===== config.mk =====
export PLATFORM = sky130hd
export DESIGN_NAME = sprite_reg_writer_flat
export DESIGN_NICKNAME = d
export VERILOG_FILES = /design/src/rtl/sprite_reg_writer_pkg.sv /design/src/rtl/sprite_reg_writer_if.sv /design/src/rtl/sprite_reg_writer_pe.sv /design/src/rtl/sprite_reg_writer.sv /design/src/flat_wrapper.sv
export SDC_FILE = /design/constraint.sdc
export NUM_CORES = 1
export LEC_CHECK = 0
export BUFFER_PORTS_ARGS = -buffer_cell sky130_fd_sc_hd__clkbuf_2
export CAP_MARGIN = 20
export CORE_UTILIZATION = 45
export DETAILED_ROUTE_END_ITERATION = 16
export GPL_ROUTABILITY_DRIVEN = 0
export REMOVE_ABC_BUFFERS = 1
export SYNTH_ARGS = -nofsm -noshare
export SYNTH_HDL_FRONTEND = slang
export SYNTH_SLANG_ARGS = --single-unit

===== constraint.sdc =====
create_clock -name clk -period 5.2 [get_ports clk]
set_clock_uncertainty 0.15 [all_clocks]
set_input_delay 1.04 -clock clk [delete_from_list [all_inputs] [get_ports clk]]
set_output_delay 1.04 -clock clk [all_outputs]
set_load 0.02 [all_outputs]

===== src/rtl/sprite_reg_writer_pkg.sv =====
// Shared definitions for the display register writer: register map, FSM states
// and the register word type.
package sprite_regs_pkg;

  localparam int unsigned NUM_REGS = 13;

  localparam int unsigned DINO_X     = 0;
  localparam int unsigned DINO_Y     = 1;
  localparam int unsigned JUMP_X     = 2;
  localparam int unsigned JUMP_Y     = 3;
  localparam int unsigned DUCK_X     = 4;
  localparam int unsigned DUCK_Y     = 5;
  localparam int unsigned S_CAC_X    = 6;
  localparam int unsigned S_CAC_Y    = 7;
  localparam int unsigned GODZILLA_X = 8;
  localparam int unsigned GODZILLA_Y = 9;
  localparam int unsigned SCORE      = 10;
  localparam int unsigned SCORE_X    = 11;
  localparam int unsigned SCORE_Y    = 12;

  typedef enum logic [1:0] {
    IDLE,
    SCAN,
    WRITE
  } state_t;

  typedef logic [31:0] reg_word_t;

endpackage


===== src/rtl/sprite_reg_writer_if.sv =====
// Write-only register bus between the writer (master) and the display
// peripheral (slave).
interface sprite_reg_writer_if;
  import sprite_regs_pkg::*;

  logic      chipselect;
  logic      write;
  logic [8:0] address;
  reg_word_t writedata;
  logic      waitrequest;

  modport master (
    output chipselect,
    output write,
    output address,
    output writedata,
    input  waitrequest
  );

  modport slave (
    input  chipselect,
    input  write,
    input  address,
    input  writedata,
    output waitrequest
  );

endinterface


===== src/rtl/sprite_reg_writer_pe.sv =====
// Priority encoder: index of the lowest set bit plus an any-set flag.
module lowest_set_pe #(
  parameter int unsigned W     = 13,
  parameter int unsigned IDX_W = 4
) (
  input  logic [W-1:0]     i_vec,
  output logic [IDX_W-1:0] o_idx,
  output logic             o_any
);
  import sprite_regs_pkg::*;

  // Walk downwards so the lowest set bit is the last one to assign.
  always_comb begin
    o_idx = '0;
    o_any = 1'b0;
    for (int unsigned i = W; i > 0; i--) begin
      if (i_vec[i-1]) begin
        o_idx = IDX_W'(i - 1);
        o_any = 1'b1;
      end
    end
  end

endmodule


===== src/rtl/sprite_reg_writer.sv =====
// Shadow register table committed to the display one changed entry per write,
// starting at each vertical-sync falling edge.
module sprite_reg_writer #(
  parameter int unsigned NUM_REGS = 13,
  parameter int unsigned IDX_W    = 4,
  parameter int unsigned MISS_W   = 8
) (
  input  logic                 clk,
  input  logic                 reset,
  input  logic                 upd_valid,
  input  logic [IDX_W-1:0]     upd_index,
  input  logic [31:0]          upd_data,
  input  logic                 vga_vs,
  sprite_reg_writer_if.master  bus,
  output logic                 busy,
  output logic                 frame_done,
  output logic [MISS_W-1:0]    missed_frames
);
  import sprite_regs_pkg::*;

  state_t              r_state;
  state_t              w_next;
  logic                r_vs_q;
  reg_word_t           r_shadow [NUM_REGS];
  logic [NUM_REGS-1:0] r_dirty;
  logic [NUM_REGS-1:0] r_pending;
  logic [IDX_W-1:0]    r_idx;
  logic [8:0]          r_addr;
  reg_word_t           r_data;
  logic                r_keep;
  logic [MISS_W-1:0]   r_missed;

  logic                w_edge;
  logic                w_upd_ok;
  logic [IDX_W-1:0]    w_sel_idx;
  logic                w_any;
  logic                w_accept;

  assign w_edge   = r_vs_q & ~vga_vs;
  assign w_upd_ok = upd_valid && (32'(upd_index) < NUM_REGS);
  assign w_accept = (r_state == WRITE) && !bus.waitrequest;

  lowest_set_pe #(
    .W     (NUM_REGS),
    .IDX_W (IDX_W)
  ) u_pe (
    .i_vec (r_pending),
    .o_idx (w_sel_idx),
    .o_any (w_any)
  );

  always_ff @(posedge clk) begin
    if (reset) begin
      r_state <= IDLE;
    end else begin
      r_state <= w_next;
    end
  end

  always_comb begin
    w_next = r_state;
    case (r_state)
      IDLE:    if (w_edge) w_next = SCAN;
      SCAN:    w_next = w_any ? WRITE : IDLE;
      WRITE:   if (!bus.waitrequest) w_next = SCAN;
      default: w_next = IDLE;
    endcase
  end

  always_comb begin
    bus.chipselect = 1'b0;
    bus.write      = 1'b0;
    bus.address    = r_addr;
    bus.writedata  = r_data;
    busy           = (r_state != IDLE);
    frame_done     = 1'b0;
    missed_frames  = r_missed;
    case (r_state)
      SCAN:  frame_done = !w_any;
      WRITE: begin
        bus.chipselect = 1'b1;
        bus.write      = 1'b1;
      end
      default: ;
    endcase
  end

  always_ff @(posedge clk) begin
    if (reset) begin
      for (int unsigned i = 0; i < NUM_REGS; i++) begin
        r_shadow[i] <= '0;
      end
    end else if (w_upd_ok) begin
      r_shadow[upd_index] <= upd_data;
    end
  end

  // r_keep remembers an update to the in-flight index made after it was
  // latched, so acceptance must not clear its dirty bit.
  always_ff @(posedge clk) begin
    if (reset) begin
      r_dirty <= '0;
    end else begin
      if (w_accept && !r_keep) r_dirty[r_idx] <= 1'b0;
      if (w_upd_ok)            r_dirty[upd_index] <= 1'b1;
    end
  end

  always_ff @(posedge clk) begin
    if (reset) begin
      r_pending <= '0;
      r_idx     <= '0;
      r_addr    <= '0;
      r_data    <= '0;
      r_keep    <= 1'b0;
    end else begin
      case (r_state)
        IDLE: if (w_edge) r_pending <= r_dirty;
        SCAN: if (w_any) begin
          r_pending[w_sel_idx] <= 1'b0;
          r_idx                <= w_sel_idx;
          r_addr               <= 9'(w_sel_idx);
          r_data               <= r_shadow[w_sel_idx];
          r_keep               <= w_upd_ok && (upd_index == w_sel_idx);
        end
        WRITE: if (w_upd_ok && (upd_index == r_idx)) r_keep <= 1'b1;
        default: ;
      endcase
    end
  end

  always_ff @(posedge clk) begin
    if (reset) begin
      r_vs_q   <= 1'b1;
      r_missed <= '0;
    end else begin
      r_vs_q <= vga_vs;
      if (w_edge && (r_state != IDLE) && (r_missed != '1)) begin
        r_missed <= r_missed + 1'b1;
      end
    end
  end

endmodule


===== src/flat_wrapper.sv =====
// flat-port wrapper written by rule: the top's interface ports become plain ports
module sprite_reg_writer_flat import sprite_regs_pkg::*;
#(
  parameter int unsigned NUM_REGS = 13,
  parameter int unsigned IDX_W    = 4,
  parameter int unsigned MISS_W   = 8
)
  (clk, reset, upd_valid, upd_index, upd_data, vga_vs, busy, frame_done, missed_frames, bus_chipselect, bus_write, bus_address, bus_writedata, bus_waitrequest);
  sprite_reg_writer_if bus_i ();
  input  logic clk;
  input  logic reset;
  input  logic upd_valid;
  input  logic [IDX_W-1:0] upd_index;
  input  logic [31:0] upd_data;
  input  logic vga_vs;
  output logic busy;
  output logic frame_done;
  output logic [MISS_W-1:0] missed_frames;
  output wire logic [$bits(bus_i.chipselect)-1:0] bus_chipselect;
  output wire logic [$bits(bus_i.write)-1:0] bus_write;
  output wire logic [$bits(bus_i.address)-1:0] bus_address;
  output wire logic [$bits(bus_i.writedata)-1:0] bus_writedata;
  input wire logic [$bits(bus_i.waitrequest)-1:0] bus_waitrequest;
  assign bus_chipselect = bus_i.chipselect;
  assign bus_write = bus_i.write;
  assign bus_address = bus_i.address;
  assign bus_writedata = bus_i.writedata;
  assign bus_i.waitrequest = bus_waitrequest;
  sprite_reg_writer #(.NUM_REGS(NUM_REGS), .IDX_W(IDX_W), .MISS_W(MISS_W)) u_core (.clk(clk), .reset(reset), .upd_valid(upd_valid), .upd_index(upd_index), .upd_data(upd_data), .vga_vs(vga_vs), .bus(bus_i), .busy(busy), .frame_done(frame_done), .missed_frames(missed_frames));
endmodule

==> results by group, run 1 <==
Status
  – Status: completed

Finish
  – Fin util: 0.518
  – Cell Count, Final, Fillers Out: ~2800
  – Design area: 26100 um2
  – Area Growth Syn to Fin: 13.1%
  – Share of cells above drive strength 1: 0.127
  – Fin nets: 2089
  – Ant. Diodes: 0
  – Layout fillers: roughly 4300

Setup path
  – Worst Path Buf+Inv: 1
  – Maximum fanout along the worst path: 31
  – Critical Path Sink Type: flip-flop
  – Critical-path top delay cell: nand2_1
  – Crit-path max cell delay: 0.79 ns
  – Critical path required time: 5.58 ns
  – Setup CP Type: flip-flop to flip-flop
  – R2r startpoint: u_core.r_pending[10]
  – CP Cell Sequence: nor2_1, o311ai_1, and2_2, nand2_1, buf_4, o21ai_0, nor4_1, a21oi_1
  – Worst path top cell family by delay: simple AND/OR/NAND/NOR gates
  – Reg-to-reg slack, setup: about 1.4 ns
  – R2R cell count: 8
  – Cell depth of the worst setup path: 8
  – Startpoint Class: flip-flop
  – Worst R2R End: u_core.bus.writedata[29]
  – Crit path DAT: approximately 4.2 ns

Route
  – First-iteration detailed-routing DRC count: 1664
  – Drt total wl: 69.6 mm
  – Routed Antenna Nets: 0
  – DRT Pass-1 Iters: 5
  – Via count: roughly 16000
  – DRC: 0
  – Via density: just under 6
  – Wire per inst: between 20 and 30 um

Synthesis
  – Main synth FF type: edfxtp_1
  – Post-synthesis async set-or-reset flop share: 0
  – Largest cells by area after synthesis: edfxtp_1 57%, and2_1 11%, dfxtp_1 6.4%
  – Most frequent cell after synthesis: edfxtp_1
  – Synthesized instance count: 2000
  – #FFs+latches synth: between 500 and 600
  – Register area share after synthesis: 0.639
  – Post-synth EDFFs: 441
  – Cell taking the most area after synthesis: edfxtp_1
  – Yosys top cell area share: 0.575
  – Ys Warns: 0
  – Most frequent cells after synthesis: 441 x edfxtp_1, 418 x and2_1, 237 x nand2_1
  – Post-Syn Area: 23000 um2
  – Synth cell types: 63
  – Avg Inst Size Synth: roughly 12 um2

Floorplan
  – Die Y: roughly 230 um
  – Core Area: between 50000 and 60000 um2
  – IO Pins: 94
  – Horiz. Die Dim: between 200 and 250 um
  – Initial core utilization: 0.458
  – Row Count: 82
  – Die area: approximately 52000 um2

Timing
  – Max Freq: between 200 and 300 MHz
  – Fin. max-slew vios: 0
  – Final TNS setup: 0 ns
  – Period utilization: 0.730
  – Unrepaired setup endpoints after global routing: false
  – Final Hold Fails: 0
  – Slew Limit Headroom: 0.249
  – Fin crit period: 3.80 ns
  – Worst slew pin tran: 1.12 ns
  – Final setup vio count: 0

Min path
  – Worst hold endpoint: u_core.r_state[0]
  – Hold Crit Depth: 1
  – Hold WC Path Type: flip-flop to flip-flop
  – Worst Hold Launch: u_core.r_state[0]

GRT
  – GRT Residual Overflow: 0
  – Largest net degree at the start of global routing: 65
  – Vias in the first global route: around 16000
  – Met3 Usage GRT: 0.0399
  – First-pass GRT wire length: slightly above 100 mm
  – Grt peak-use layer: met2
  – Met1 GRT Util: 0.379
  – Antenna violations before repair: 2
  – GRT Resource Usage Total: 0.266
  – Met2 Use GR: 0.418

Clock network
  – Clk sinks: a little over 500
  – CTS-repair resized insts: 0
  – Hold buffer count at CTS: 0
  – Clk pin slew, worst setup/hold paths: 0.06 ns
  – Post-CTS Setup Bufs: 0
  – H-tree Lvls: 2
  – TritonCTS buffer count: 54
  – Worst-case clock buffer depth: 3
  – Skew-Pair Late Insertion Delay: between 0.6 and 0.7 ns
  – CTS tree: yes
  – Root Driver: clkbuf_16

Power
  – Worst vdd ir: approximately 0.00026 V
  – Power per cell area: 352 nW/um2
  – Cell leakage power: 9.74 nW

Place
  – DP Area: 24400 um2
  – Dpl cells: between 2000 and 3000
  – DP Wirelength: 39.0 mm
  – Port Buffers: 88

Flow run
  – Max-cap viol count: 0
==> layout by cell type (no fill, tap or decap), drive strengths merged, types with 5 or more instances in the layout <==
| cell type | netlist | routed |
|---|---|---|
| or3 | 15 | 15 |
| or2 | 7 | 7 |
| o21a | 12 | 12 |
| o311ai | 17 | 17 |
| clkinv | 0 | 17 |
| inv | 29 | 30 |
| xnor2 | 8 | 8 |
| edfxtp | 441 | 441 |
| o22ai | 11 | 11 |
| a31oi | 36 | 36 |
| clkbuf | 125 | 168 |
| mux2i | 34 | 34 |
| a211oi | 21 | 21 |
| nor4 | 19 | 19 |
| a21oi | 163 | 163 |
| xor2 | 5 | 5 |
| nor2 | 39 | 39 |
| o211ai | 8 | 8 |
| o21ai | 76 | 76 |
| a221oi | 18 | 18 |
| nand2b | 14 | 14 |
| nand2 | 238 | 238 |
| a221o | 13 | 13 |
| dfxtp | 74 | 74 |
| and3 | 14 | 14 |
| conb | 1 | 30 |
| buf | 51 | 50 |
| and2 | 419 | 419 |
| nor3 | 11 | 11 |
| nand3 | 41 | 41 |
| nor4bb | 12 | 12 |
==> per-layer routing <==
metal  wire [um]  part of all wire  up-vias
met4        2020             0.029        0
met1       29700              0.43     7987
li1            -                 -     7171
met2       31800              0.46      771
met5           0                 0        -
met3        6060             0.087      112
==> where the power goes <==
group          switching [mW]  internal [mW]
Clock                    1.62           2.17
Combinational           0.454          0.166
Sequential             0.0682           4.70
==> area by class of cell <==
type,instances,area [um2],share of cell area
tap,672,841,0.0323
inverter,29,109,0.00418
clock inverter,21,150,0.00576
clock buffer,80,1560,0.0598
timing repair buffer,138,910,0.0349
multi-input combinational,1309,7780,0.298
sequential,515,14700,0.565
==> worst register-to-register path, stage by stage, from the launching register on <==
cell and delay [ns]:
dfxtp_1 0.39, nor2_1 0.07, o311ai_1 0.59, and2_2 0.76, nand2_1 0.79, buf_4 0.51, o21ai_0 0.23, nor4_1 0.06
a21oi_1 0.18
==> logic make-up (layout without fill, tap and decap cells) <==
kind of cell               after synthesis  after routing  synth area share
AOI/OAI and AO/OA                      390            390             0.104
xor gates and xnor gates                13             13           0.00494
adders and majority gates                1              1          0.000543
buffers and inverters                  205            268            0.0371
DFF                                    515            515             0.639
muxes                                   35             35            0.0153
other                                    1             30          0.000163
and+or+nand+nor                        840            840             0.199
==> worst max path at each step <==
stage,start,to,slack (ns)
finish,u_core.r_pending[10],u_core.bus.writedata[29],1.40
global route,u_core.r_pending[11],u_core.bus.writedata[22],1.15
CTS,u_core.r_pending[11],u_core.bus.writedata[29],1.40
detailed placement,u_core.r_pending[11],u_core.bus.writedata[29],1.42
global placement,upd_index[2],u_core.r_shadow[11][6],1.51
floorplan,reset,u_core.r_shadow[4][0],0.07
==> through the flow <==
stage	hold WS, ns	worst slack, ns	power [mW]
global placement	0.296	1.51	5.45
detailed placement	0.296	1.42	5.47
floorplan	0.273	0.0705	5.16
finish	0.314	1.40	9.18
CTS	0.313	1.40	9.20
global route	0.321	1.15	9.42
==> registers in the layout, indices dropped and copies added (netlist names) <==
register / count
u_core.r_shadow: 441
u_core.r_pending: 13
u_core.r_idx: 4
u_core.r_keep: 1
u_core.r_state: 2
u_core.missed_frames: 8
u_core.r_dirty: 13
u_core.bus.writedata: 32
u_core.r_vs_q: 1
No activity file was read; power rests on OpenSTA's default activity.
==> run 2: changes to the inputs <==
ABC_AREA = 1   (was default)
clock period = 3.95 ns   (was 5.2 ns; I/O delays follow)
==> results by group, run 2 <==
Clock network
  – Clk pin slew, worst setup/hold paths: 0.06 ns (about the same)
  – Clk sinks: 586 (+14%)
  – CTS tree: yes
  – Hold buffer count at CTS: 0 (unchanged)
  – Skew-Pair Late Insertion Delay: 0.60 ns (about the same)
  – Root Driver: clkbuf_16
  – Post-CTS Setup Bufs: 0 (unchanged)
  – CTS-repair resized insts: 0 (unchanged)
  – Worst-case clock buffer depth: 3 (unchanged)
  – TritonCTS buffer count: 66 (+22%)
  – H-tree Lvls: 3 (+1)

Synthesis
  – Post-synth EDFFs: 512 (+16%)
  – Main synth FF type: edfxtp_1
  – Synth cell types: 33 (-48%)
  – Register area share after synthesis: 0.637 (-0.00153)
  – Ys Warns: 0 (unchanged)
  – Most frequent cells after synthesis: 512 x edfxtp_1, 512 x nor2_1, 409 x nand3_1
  – Synthesized instance count: 2692 (+35%)
  – Cell taking the most area after synthesis: edfxtp_1
  – #FFs+latches synth: 586 (+14%)
  – Yosys top cell area share: 0.581 (+0.00674)
  – Post-synthesis async set-or-reset flop share: 0 (unchanged)
  – Post-Syn Area: 26500 um2 (+15%)
  – Largest cells by area after synthesis: edfxtp_1 58%, nand3_1 7.7%, nor2_1 7.3%
  – Avg Inst Size Synth: 9.83 um2 (-15%)

Timing
  – Max Freq: 301 MHz (+14%)
  – Hold slack: 0.257 ns (-0.0562 ns)
  – Fin crit period: 3.32 ns (-0.471 ns)
  – Final Hold Fails: 0 (unchanged)
  – Period utilization: 0.842 (+0.112)
  – Worst slew pin tran: 1.36 ns (+0.234 ns)
  – Unrepaired setup endpoints after global routing: false
  – Fin. max-slew vios: 0 (unchanged)
  – Final setup vio count: 0 (unchanged)
  – Slew Limit Headroom: 0.0954 (-0.153)

Floorplan
  – Die Y: 244 um (+7.1%)
  – Core Area: 57900 um2 (+15%)
  – Die area: 59800 um2 (+15%)
  – Horiz. Die Dim: 244 um (+7.1%)
  – Row Count: 88 (+7.3%)
  – Initial core utilization: 0.457 (-0.000847)
  – IO Pins: 94 (unchanged)

Route
  – DRC: 0 (unchanged)
  – Via density: 5.80 (about the same)
  – Drt total wl: 80.5 mm (+16%)
  – DRT Pass-1 Iters: 6 (+1)
  – Routed Antenna Nets: 0 (unchanged)
  – Via count: 20802 (+30%)
  – Wire per inst: 22.4 um (-11%)
  – First-iteration detailed-routing DRC count: 2265 (+36%)

Finish
  – Ant. Diodes: 0 (unchanged)
  – Area Growth Syn to Fin: 13.1% (about the same)
  – Share of cells above drive strength 1: 0.0946 (-0.0325)
  – Fin util: 0.516 (-0.00107)
  – Fin nets: 2811 (+35%)
  – Max reg flops: 512 (+16%)
  – Layout fillers: 5288 (+22%)
  – Largest Register: u_core.r_shadow
  – Area of the multi-input gates: 8420 um2 (+8.2%)
  – Commonest cells after routing, fill and taps aside: 512 x edfxtp_1, 511 x nor2_1, 408 x nand3_1
  – FF/Latch Area: 16900 um2 (+14%)
  – Commonest non-fill, non-tap cell in the layout: edfxtp_1

Setup path
  – Critical Path Sink Type: flip-flop
  – CP Cell Sequence: nor2_2, o21ai_0, nand2_1, nand2_1, a21oi_4, buf_12, nand4_1, nand2_1, nand3b_1, nand2_1, nand2_1, nor2_1, nor2_1
  – Startpoint Class: flip-flop
  – Cell mode on critical path: nand2_1
  – Worst R2R End: u_core.bus.writedata[0]
  – Start point of the critical path: u_core.r_pending[8]
  – R2r startpoint: u_core.r_pending[8]
  – Crit-path max cell delay: 0.52 ns (-0.27 ns)
  – Critical-path top delay cell: buf_12
  – Worst Path Buf+Inv: 1 (unchanged)
  – R2R cell count: 13 (+5)
  – Setup CP Type: flip-flop to flip-flop
  – Worst path top cell family by delay: simple AND/OR/NAND/NOR gates
  – Reg-to-reg slack, setup: 0.63 ns (-0.78 ns)
  – Crit path DAT: 3.69 ns (-0.49 ns)
  – Maximum fanout along the worst path: 207 (+570%)
  – Critical path required time: 4.31 ns (-1.27 ns)

Min path
  – Worst hold endpoint: u_core.r_vs_q
  – Hold Crit Depth: 2 (+1)
  – Worst Hold Launch: vga_vs
  – Hold WC Path Type: primary input to flip-flop

Status
  – Status: completed

GRT
  – First-pass GRT wire length: 122 mm (+19%)
  – GRT Resource Usage Total: 0.270 (+0.00315)
  – Vias in the first global route: 20314 (+30%)
  – GRT Residual Overflow: 0 (unchanged)
  – Largest net degree at the start of global routing: 208 (+220%)
  – Antenna violations before repair: 0 (-2)

Power
  – Internal Power: 10.8 mW (+54%)
  – Flop pwr share: 0.507 (-0.013)
  – Clock Power Share: 0.419 (+0.006)
  – Sw Pwr: 3.37 mW (+57%)
  – Combinational power share: 0.074 (+0.006)
  – Total power: 14.2 mW (+55%)
  – Power per cell area: 474 nW/um2 (+35%)
  – Worst vdd ir: 0.000305 V (+17%)
  – Sw Ratio: 0.237 (+0.00363)
  – Cell leakage power: 11.7 nW (+21%)

Place
  – DP Wirelength: 42.8 mm (+9.7%)
  – Port Buffers: 88 (unchanged)

Flow run
  – Max-cap viol count: 0 (unchanged)
==> run 2: cell count changes after synthesis, sizes merged, moves of 39 or more <==
cell / before / now
nor2: 39 / 513
and2: 419 / 0
buf: 51 / 90
a21oi: 163 / 15
inv: 29 / 146
nand4: 4 / 227
nand3: 41 / 409
edfxtp: 441 / 512
nand3b: 2 / 64
nand2: 238 / 375
==> run 2: logic make-up (layout without fill, tap and decap cells) <==
kind of cell	count (synthesis)	count (layout)	share of synthesized area
buffers and inverters	392	421	0.0611
adder cells (fa/ha/maj)	1	1	0.000473
XOR/XNOR	4	4	0.00132
AND/OR/NAND/NOR	1607	1607	0.279
AO/OA/AOI/OAI	101	101	0.0203
flip-flops	586	586	0.637
other	1	101	0.000142
==> run 2: how the worst max path moves through the flow <==
stage / to / slack, ns / cells after the start
after CTS: frame_done / 0.75 / 8
after floorplan: u_core.bus.writedata[0] / -4.84 / 18
after detailed placement: u_core.r_shadow[6][29] / 0.62 / 9
after global routing: u_core.bus.writedata[10] / 0.57 / 14
final: u_core.bus.writedata[0] / 0.63 / 13
after global placement: u_core.r_shadow[6][14] / 0.67 / 9
==> run 2: metrics by stage <==
stage	std cells	TNS, ns	cell area [um2]	setup slack, ns
global route	3586	0	29900	0.565
floorplan	2547	-203.69	25800	-4.84
finish	3586	0	29900	0.625
global placement	3466	0	27800	0.673
CTS	3586	0	29900	0.750
detailed placement	3466	0	27800	0.621
==> run 2: area by class of cell <==
type | instances | area share
Clock buffer | 98 | 0.0651
Timing Repair Buffer | 154 | 0.0342
Sequential cell | 586 | 0.564
Multi-Input combinational cell | 1814 | 0.281
Inverter | 147 | 0.0188
Tap cell | 765 | 0.0320
Clock inverter | 22 | 0.00489
==> run 2: per-layer routing <==
layer,track usage,share of wire,vias to the layer above
li1,-,-,9420
met3,0.0410,0.085,152
met2,0.448,0.48,972
met5,0,0,-
met1,0.361,0.41,10258
met4,0.0882,0.027,0
==> run 2: power groups by stage <==
stage	clock [mW]	combinational, mW	sequential [mW]
6_report	5.95	1.05	7.19
3_3_place_gp	0	1.02	7.30
5_1_grt	6.26	1.15	7.22
2_1_floorplan	0	0.593	7.30
4_1_cts	6.03	1.04	7.19
3_5_place_dp	0	1.04	7.32
